### src/rtl/display_pkg.sv
// ---------------------------------------------------------------------------
// display_pkg
// Shared constants and helpers for the note-display VGA controller.
//   - raster timing (visible / front porch / sync / back porch, both axes)
//   - 9-bit colour constants {R[2:0],G[2:0],B[2:0]}
//   - staff, ledger, note-head and stem geometry
//   - note_row(): maps an ASCII note code to the head's centre row + valid flag
// ---------------------------------------------------------------------------
package display_pkg;

  // Horizontal timing, in pixel clocks.
  localparam int H_FP     = 16;
  localparam int H_SYNC_W = 96;
  localparam int H_BP     = 48;

  // Vertical timing, in lines.
  localparam int V_FP     = 12;
  localparam int V_SYNC_W = 2;
  localparam int V_BP     = 35;

  // Colours.
  localparam logic [8:0] COL_BLACK = 9'h000;
  localparam logic [8:0] COL_WHITE = 9'h1FF;
  localparam logic [8:0] COL_RED   = 9'b111_000_000;

  // Staff: five 2-px lines, 20 rows apart, starting at row 160.
  localparam int         STAFF_LINES = 5;
  localparam int         STAFF_PITCH = 20;
  localparam int         STAFF_Y0    = 160;
  localparam logic [9:0] LINE_THICK  = 10'd2;
  localparam logic [9:0] STAFF_X0    = 10'd64;
  localparam logic [9:0] STAFF_X1    = 10'd575;

  // Ledger line below the staff, drawn for middle C only.
  localparam logic [9:0] LEDGER_Y  = 10'd260;
  localparam logic [9:0] LEDGER_X0 = 10'd304;
  localparam logic [9:0] LEDGER_X1 = 10'd336;

  // Note head: filled rectangle centred on the note row.
  localparam logic [9:0] HEAD_X0   = 10'd312;
  localparam logic [9:0] HEAD_X1   = 10'd328;
  localparam logic [9:0] HEAD_HALF = 10'd6;

  // Optional stem, rising from the head centre on its right edge.
  localparam logic [9:0] STEM_X0  = 10'd327;
  localparam logic [9:0] STEM_X1  = 10'd328;
  localparam logic [9:0] STEM_LEN = 10'd40;

  // ASCII note codes accepted from the key/note decoder.
  typedef enum logic [7:0] {
    NOTE_A = 8'h41,
    NOTE_B = 8'h42,
    NOTE_C = 8'h43,
    NOTE_D = 8'h44,
    NOTE_E = 8'h45,
    NOTE_F = 8'h46,
    NOTE_G = 8'h47
  } note_code_e;

  typedef struct packed {
    logic       valid;
    logic [9:0] ny;
  } note_t;

  // Each step up the scale moves the head 10 rows higher on screen.
  function automatic note_t note_row(input logic [7:0] code);
    note_t n;
    n.valid = 1'b1;
    case (code)
      NOTE_C:  n.ny = 10'd260;
      NOTE_D:  n.ny = 10'd250;
      NOTE_E:  n.ny = 10'd240;
      NOTE_F:  n.ny = 10'd230;
      NOTE_G:  n.ny = 10'd220;
      NOTE_A:  n.ny = 10'd210;
      NOTE_B:  n.ny = 10'd200;
      default: begin
        n.valid = 1'b0;
        n.ny    = '0;
      end
    endcase
    return n;
  endfunction

endpackage

### src/rtl/disp_timing.sv
// ---------------------------------------------------------------------------
// disp_timing
// Raster counters and sync/enable generation.
//   pxlclk      in   pixel clock
//   reset       in   asynchronous, active-low
//   hc, vc      out  live column / line counters (0..H_TOTAL-1, 0..V_TOTAL-1)
//   H_SYNC      out  horizontal sync, active low   (registered)
//   V_SYNC      out  vertical sync, active high    (registered)
//   display_en  out  visible-area flag             (registered)
// H_SYNC/V_SYNC/display_en are decoded from the hc/vc value present before
// each edge, so they line up with pixel registers in the parent that load
// from that same hc/vc on that same edge.
// ---------------------------------------------------------------------------
module disp_timing
  import display_pkg::*;
#(
  parameter int H_VISIBLE = 640,
  parameter int H_TOTAL   = 800,
  parameter int V_VISIBLE = 400,
  parameter int V_TOTAL   = 449
) (
  input  logic       pxlclk,
  input  logic       reset,
  output logic       H_SYNC,
  output logic       V_SYNC,
  output logic [9:0] hc,
  output logic [9:0] vc,
  output logic       display_en
);

  localparam logic [9:0] H_VIS    = 10'(H_VISIBLE);
  localparam logic [9:0] V_VIS    = 10'(V_VISIBLE);
  localparam logic [9:0] H_LAST   = 10'(H_TOTAL - 1);
  localparam logic [9:0] V_LAST   = 10'(V_TOTAL - 1);
  // Sync windows are [start, end): start after the front porch.
  localparam logic [9:0] HS_START = 10'(H_VISIBLE + H_FP);
  localparam logic [9:0] HS_END   = 10'(H_VISIBLE + H_FP + H_SYNC_W);
  localparam logic [9:0] VS_START = 10'(V_VISIBLE + V_FP);
  localparam logic [9:0] VS_END   = 10'(V_VISIBLE + V_FP + V_SYNC_W);

  // NOTE: sequential state uses non-blocking assignments so every register
  // samples the pre-edge hc/vc, keeping sync, enable and counters consistent.
  always_ff @(posedge pxlclk or negedge reset) begin
    if (!reset) begin
      hc         <= '0;
      vc         <= '0;
      H_SYNC     <= 1'b1;
      V_SYNC     <= 1'b0;
      display_en <= 1'b0;
    end else begin
      H_SYNC     <= !((hc >= HS_START) && (hc < HS_END));
      V_SYNC     <= (vc >= VS_START) && (vc < VS_END);
      display_en <= (hc < H_VIS) && (vc < V_VIS);

      if (hc == H_LAST) begin
        hc <= '0;
        vc <= (vc == V_LAST) ? 10'd0 : vc + 10'd1;
      end else begin
        hc <= hc + 10'd1;
      end
    end
  end

endmodule

### src/rtl/display_controller.sv
// ---------------------------------------------------------------------------
// display_controller
// VGA note display: white five-line staff on black with a red note head at
// the row selected by the latched note code (ledger line added for C).
//   pxlclk      in   pixel clock (25.175 MHz nominal)
//   reset       in   asynchronous, active-low
//   character   in   ASCII note code 'A'..'G'; anything else draws no note
//   H_SYNC      out  horizontal sync, active low
//   V_SYNC      out  vertical sync, active high
//   RGB         out  pixel colour {R[2:0],G[2:0],B[2:0]}, 0 when blanked
//   display_en  out  high while (px,py) is visible
//   px, py      out  column / line of the pixel currently on RGB
// Build option: define DISP_NOTE_STEM_EN to add a red stem above the head.
// ---------------------------------------------------------------------------
module display_controller
  import display_pkg::*;
#(
  parameter int H_VISIBLE = 640,
  parameter int H_TOTAL   = 800,
  parameter int V_VISIBLE = 400,
  parameter int V_TOTAL   = 449
) (
  input  logic       pxlclk,
  input  logic       reset,
  input  logic [7:0] character,
  output logic       H_SYNC,
  output logic       V_SYNC,
  output logic [8:0] RGB,
  output logic       display_en,
  output logic [9:0] px,
  output logic [9:0] py
);

  localparam logic [9:0] H_VIS  = 10'(H_VISIBLE);
  localparam logic [9:0] V_VIS  = 10'(V_VISIBLE);
  localparam logic [9:0] H_LAST = 10'(H_TOTAL - 1);
  localparam logic [9:0] V_LAST = 10'(V_TOTAL - 1);

  logic [9:0] hc;
  logic [9:0] vc;
  logic [7:0] note_code;
  note_t      note;
  logic       pixel_visible;
  logic       staff_row;
  logic       staff_hit;
  logic       ledger_hit;
  logic       head_hit;
  logic       red_hit;
  logic [8:0] colour;

  disp_timing #(
    .H_VISIBLE (H_VISIBLE),
    .H_TOTAL   (H_TOTAL),
    .V_VISIBLE (V_VISIBLE),
    .V_TOTAL   (V_TOTAL)
  ) u_timing (
    .pxlclk     (pxlclk),
    .reset      (reset),
    .H_SYNC     (H_SYNC),
    .V_SYNC     (V_SYNC),
    .hc         (hc),
    .vc         (vc),
    .display_en (display_en)
  );

  // Sample the note code only on the last pixel of the frame so a whole
  // frame is always drawn from one code, whatever the decoder does meanwhile.
  always_ff @(posedge pxlclk or negedge reset) begin
    if (!reset) begin
      note_code <= '0;
    end else if ((hc == H_LAST) && (vc == V_LAST)) begin
      note_code <= character;
    end
  end

  assign note          = note_row(note_code);
  assign pixel_visible = (hc < H_VIS) && (vc < V_VIS);

  // NOTE: combinational blocks assign a default first, so no path leaves a
  // variable unassigned and no latch is inferred.
  always_comb begin
    staff_row = 1'b0;
    for (int i = 0; i < STAFF_LINES; i++) begin
      if ((vc >= 10'(STAFF_Y0 + i * STAFF_PITCH)) &&
          (vc <  10'(STAFF_Y0 + i * STAFF_PITCH) + LINE_THICK)) begin
        staff_row = 1'b1;
      end
    end
  end

  assign staff_hit  = staff_row && (hc >= STAFF_X0) && (hc <= STAFF_X1);

  assign ledger_hit = (note_code == NOTE_C) &&
                      (vc >= LEDGER_Y) && (vc < LEDGER_Y + LINE_THICK) &&
                      (hc >= LEDGER_X0) && (hc <= LEDGER_X1);

  assign head_hit   = note.valid &&
                      (hc >= HEAD_X0) && (hc <= HEAD_X1) &&
                      (vc >= note.ny - HEAD_HALF) && (vc <= note.ny + HEAD_HALF);

`ifdef DISP_NOTE_STEM_EN
  logic stem_hit;
  assign stem_hit = note.valid &&
                    (hc >= STEM_X0) && (hc <= STEM_X1) &&
                    (vc >= note.ny - STEM_LEN) && (vc <= note.ny);
  assign red_hit  = head_hit || stem_hit;
`else
  assign red_hit  = head_hit;
`endif

  // Note (red) wins over staff/ledger (white), which win over background.
  always_comb begin
    colour = COL_BLACK;
    if (!pixel_visible) begin
      colour = COL_BLACK;
    end else if (red_hit) begin
      colour = COL_RED;
    end else if (staff_hit || ledger_hit) begin
      colour = COL_WHITE;
    end
  end

  // Loaded from the same hc/vc that disp_timing decodes on this edge, so
  // RGB/px/py/sync/enable always describe one and the same pixel.
  always_ff @(posedge pxlclk or negedge reset) begin
    if (!reset) begin
      px  <= '0;
      py  <= '0;
      RGB <= COL_BLACK;
    end else begin
      px  <= hc;
      py  <= vc;
      RGB <= colour;
    end
  end

endmodule

### config.mk
export PLATFORM = sky130hd
export DESIGN_NAME = display_controller
export DESIGN_NICKNAME = d
export VERILOG_FILES = /design/src/rtl/display_pkg.sv /design/src/rtl/disp_timing.sv /design/src/rtl/display_controller.sv
export SDC_FILE = /design/constraint.sdc
export NUM_CORES = 1
export LEC_CHECK = 0
export BUFFER_PORTS_ARGS = -buffer_cell sky130_fd_sc_hd__clkbuf_2
export CAP_MARGIN = 0
export CORE_MARGIN = 4
export CORE_UTILIZATION = 40
export CTS_BUF_LIST = sky130_fd_sc_hd__clkbuf_16
export DETAILED_ROUTE_END_ITERATION = 12
export GPL_ROUTABILITY_DRIVEN = 0
export SKIP_CTS_REPAIR_TIMING = 1
export SLEW_MARGIN = 30
export SYNTH_ARGS = -nofsm -noshare
export SYNTH_HDL_FRONTEND = slang
export SYNTH_SLANG_ARGS = --single-unit
### constraint.sdc
create_clock -name pxlclk -period 3.75 [get_ports pxlclk]
set_clock_uncertainty 0.1 [all_clocks]
set_input_delay 0.375 -clock pxlclk [delete_from_list [all_inputs] [get_ports pxlclk]]
set_output_delay 0.375 -clock pxlclk [all_outputs]
set_load 0.03 [all_outputs]
==> impl_results.md <==
- CP Buf/Inv Count: 1
- Cell Pwr Density: between 300 and 400 mW/mm2
- Routed len/inst: around 14 um
- Worst ir drop on vdd: approximately 0.17 mV
- Final min period: between 3 and 4 ns
- Pint: between 0.0008 and 0.0009 W
- Worst Reg-to-Reg Cells: 14
- Failing checks: hold timing
- Synth cell types: 57
- Initial antenna violation count: 0
- Die ar.: about 0.0088 mm2
- Worst-path maximum fanout: 6
- # IOs: 42
- First-pass GRT wire length: roughly 10000 um
- Number of global-route vias before repair: around 2,000
- Footprint of the multi-input gates: roughly 0.0015 mm2
- Fin. Hold Viols: 23
- Synth Register Bits: 53
- CP dominant cell by count: nor2_1
- Starting density of the core: 0.409
- Pre-antenna DRT Iters: 4
- Mean Syn Cell Area: 10.5 um2
- DRC: 0
- Total GRT Usage: 0.144
- Data required time at the worst endpoint: about 3.8 ns
- Slowest CP cell: o41ai_2
- Combinational share of power: 0.018
- Yosys top cell area share: 0.441
- Worst slew pin tran: slightly above 0.6 ns
- Final core occ: 0.460
- Asr flop ratio synth: 1.00
- Dpl hpwl: 4360 um
- Fmax: 0.294 GHz
- Clk pwr share: 0.431
- Fin crit share: 0.908
- CTS buffer count: 5
- Synth warn: 0
- Startpoint types: register
- R2R setup slack: approximately 0.34 ns
- Leak Pwr: between 1.5 and 2 nW
- Largest net degree at the start of global routing: 31
- Nets@finish: 343
- Cell taking the most area after synthesis: dfrtp_1
- FF/Latch Area: ~0.0013 mm2
- Syn Std Cell Area: about 0.0029 mm2
- Max-slew violation count: 0
- ANT nets after route: 0
- Root Buffer: clkbuf_16
- CP Data Arrival Time: 3.48 ns
- Reg2reg start: note_code[3]
- P&R area growth vs syn: 12.5%
- FF-to-FF End: RGB[7]
- Sw power: about 0.00021 W
- PortBufs: 41
- Worst setup path class: register to register
- Global route overflow: 0
- WL final: just under 6000 um
- Row count: 31
- Maximum buffer depth of the clock tree: 2
- Clock slew at reported path FFs: around 0.07 ns
- Post-Syn Nets: roughly 310
- Worst hold slack: -0.0182 ns
- Vias per cell: 5.01
- # diodes: 0
- Switching share of power: 0.206
- RSZ-0062 raised after global routing: false
- CTS tree: yes
- Number of flops mapped to enable cells by yosys: 0
- Share of cells above drive strength 1: 0.199
- Core area: approximately 0.007 mm2
- Hold WC Path Type: input port to asynchronous set/reset pin
- Via count: roughly 2,100
- Main synth FF type: dfrtp_1
- H-tree levels: 2
- Cells after Synth: about 280
- Initial DRC count: 74
- Clock sink total: between 50 and 60
- Max-Cap Viols: 0
- Setup TNS: 0 ns
- CP endpoint kind: register
- Reg power frac: 0.552
- Top cells by area, synth: dfrtp_1 44%, ha_1 9.8%, xor2_1 3.6%, mux2_1 3.1%, nand2_1 2.8%
- Max_slew headroom: 0.588
- Outcome: complete, but fails checks
- Final setup vio count: 0
- Post-synthesis sequential area ratio: 0.450
- Delay of the slowest critical-path stage: just over 0.4 ns
- Die H: ~94 um
- Clock latency on the worst-skew pair: 0.29 ns
- Critical Path Stages: 14
- Overall die width: ~94 um
- Cell family with most CP delay: compound AO/OA/AOI/OAI gates
- Total power: between 0.001 and 0.0015 W
- Crit-path cells: nor4_1 > nand2_1 > or2_2 > inv_1 > ha_1 > nor2_1 > a31oi_1 > nor2_1 > nor2_1 > ha_1 > a22o_1 > o41ai_2 > a2111oi_4 > a31o_1
- Number of fill cells: between 700 and 800
[layout make-up]
type | count | share of cell area
multi-input combinational | 195 | 0.438
sequential | 53 | 0.400
timing repair buffer | 44 | 0.0687
clock buffer | 5 | 0.0377
tap | 99 | 0.0373
inverter | 11 | 0.0124
clock inverter | 3 | 0.00604
[worst max path at each step]
stage | from | endpoint | slack, ns
floorplan | note_code[0] | RGB[7] | 0.45
global placement | note_code[3] | RGB[7] | 0.31
detailed placement | note_code[3] | RGB[7] | 0.20
CTS | note_code[3] | RGB[7] | 0.18
global route | note_code[3] | RGB[7] | 0.03
finish | note_code[3] | RGB[7] | 0.34
[kinds of logic (layout without fill, tap and decap cells)]
logic type                 count (synthesis)  in the layout  share of synthesized area
and+or+nand+nor                          100            100                      0.192
DFF                                       53             53                      0.450
AOI/OAI and AO/OA                         40             40                      0.101
buffers and inverters                     33             63                     0.0602
adders and majority gates                 23             23                     0.0976
xor gates and xnor gates                  20             20                     0.0594
muxes                                     10             10                     0.0378
other                                      2              2                    0.00255
[cell usage in the layout (no fill, tap or decap), types with 3 or more instances in the layout]
cell,synthesis,routed
dfrtp_1,52,52
clkbuf_2,0,41
ha_1,23,23
nor2_1,22,22
nand2_1,22,22
inv_1,11,12
xor2_1,12,12
nand4_1,10,10
xnor2_1,8,8
nand2b_1,8,8
mux2_1,8,8
a21oi_1,7,7
o21ai_0,6,6
nor2b_1,5,5
nor3_1,5,5
nor4_1,5,5
clkbuf_16,0,5
a211oi_1,4,4
nand3_1,3,3
o21a_1,3,3
o31ai_1,3,3
o211ai_1,3,3
buf_4,9,3
[through the flow]
stage | worst slack [ns] | std cells | instance area [um2]
finish | 0.345 | 410 | 3320
global route | 0.0304 | 410 | 3320
CTS | 0.182 | 410 | 3310
detailed placement | 0.202 | 402 | 3160
global placement | 0.309 | 402 | 3160
floorplan | 0.453 | 281 | 2950
[layer usage]
| layer | share of wire | GRT usage | vias up |
|---|---|---|---|
| met2 | 0.45 | 0.225 | 35 |
| met1 | 0.51 | 0.205 | 977 |
| met4 | 0.013 | 0.0397 | 0 |
| met5 | 0 | 0 | - |
| met3 | 0.030 | 0.0264 | 6 |
| li1 | - | - | 1036 |
[power groups by stage]
stage	registers (W)	clock network (W)	logic [W]
floorplan	0.000583	0	0.00000219
global placement	0.000582	0	0.0000193
detailed placement	0.000582	0	0.0000193
CTS	0.000571	0.000461	0.0000193
global route	0.000571	0.000494	0.0000223
finish	0.000571	0.000446	0.0000182
[synthesized netlist by cell type, types with 4 or more instances]
cell type / count
nand4_1: 10
ha_1: 23
xnor2_1: 8
a21oi_1: 7
buf_4: 9
nor3_1: 5
clkbuf_1: 7
buf_2: 4
nand2b_1: 8
nor4_1: 5
inv_1: 11
mux2_1: 8
a211oi_1: 4
nand2_1: 22
dfrtp_1: 52
o21ai_0: 6
nor2b_1: 5
xor2_1: 12
nor2_1: 22
[state kept, by name, summed over array words and instances (netlist names)]
| signal | count |
|---|---|
| px | 10 |
| note_code | 8 |
| RGB | 2 |
| u_timing.vc | 10 |
| u_timing.hc | 10 |
| u_timing.V_SYNC | 1 |
| u_timing.display_en | 1 |
| u_timing.H_SYNC | 1 |
| py | 10 |
[worst reg2reg max path, stage by stage, from the launching register on]
cell and delay [ns]:
dfrtp_1 0.37, nor4_1 0.33, nand2_1 0.16, or2_2 0.33, inv_1 0.06, ha_1 0.24
nor2_1 0.06, a31oi_1 0.15, nor2_1 0.06, nor2_1 0.13, ha_1 0.25, a22o_1 0.25
o41ai_2 0.41, a2111oi_4 0.15, a31o_1 0.24
(Power assumes the default switching activity.)
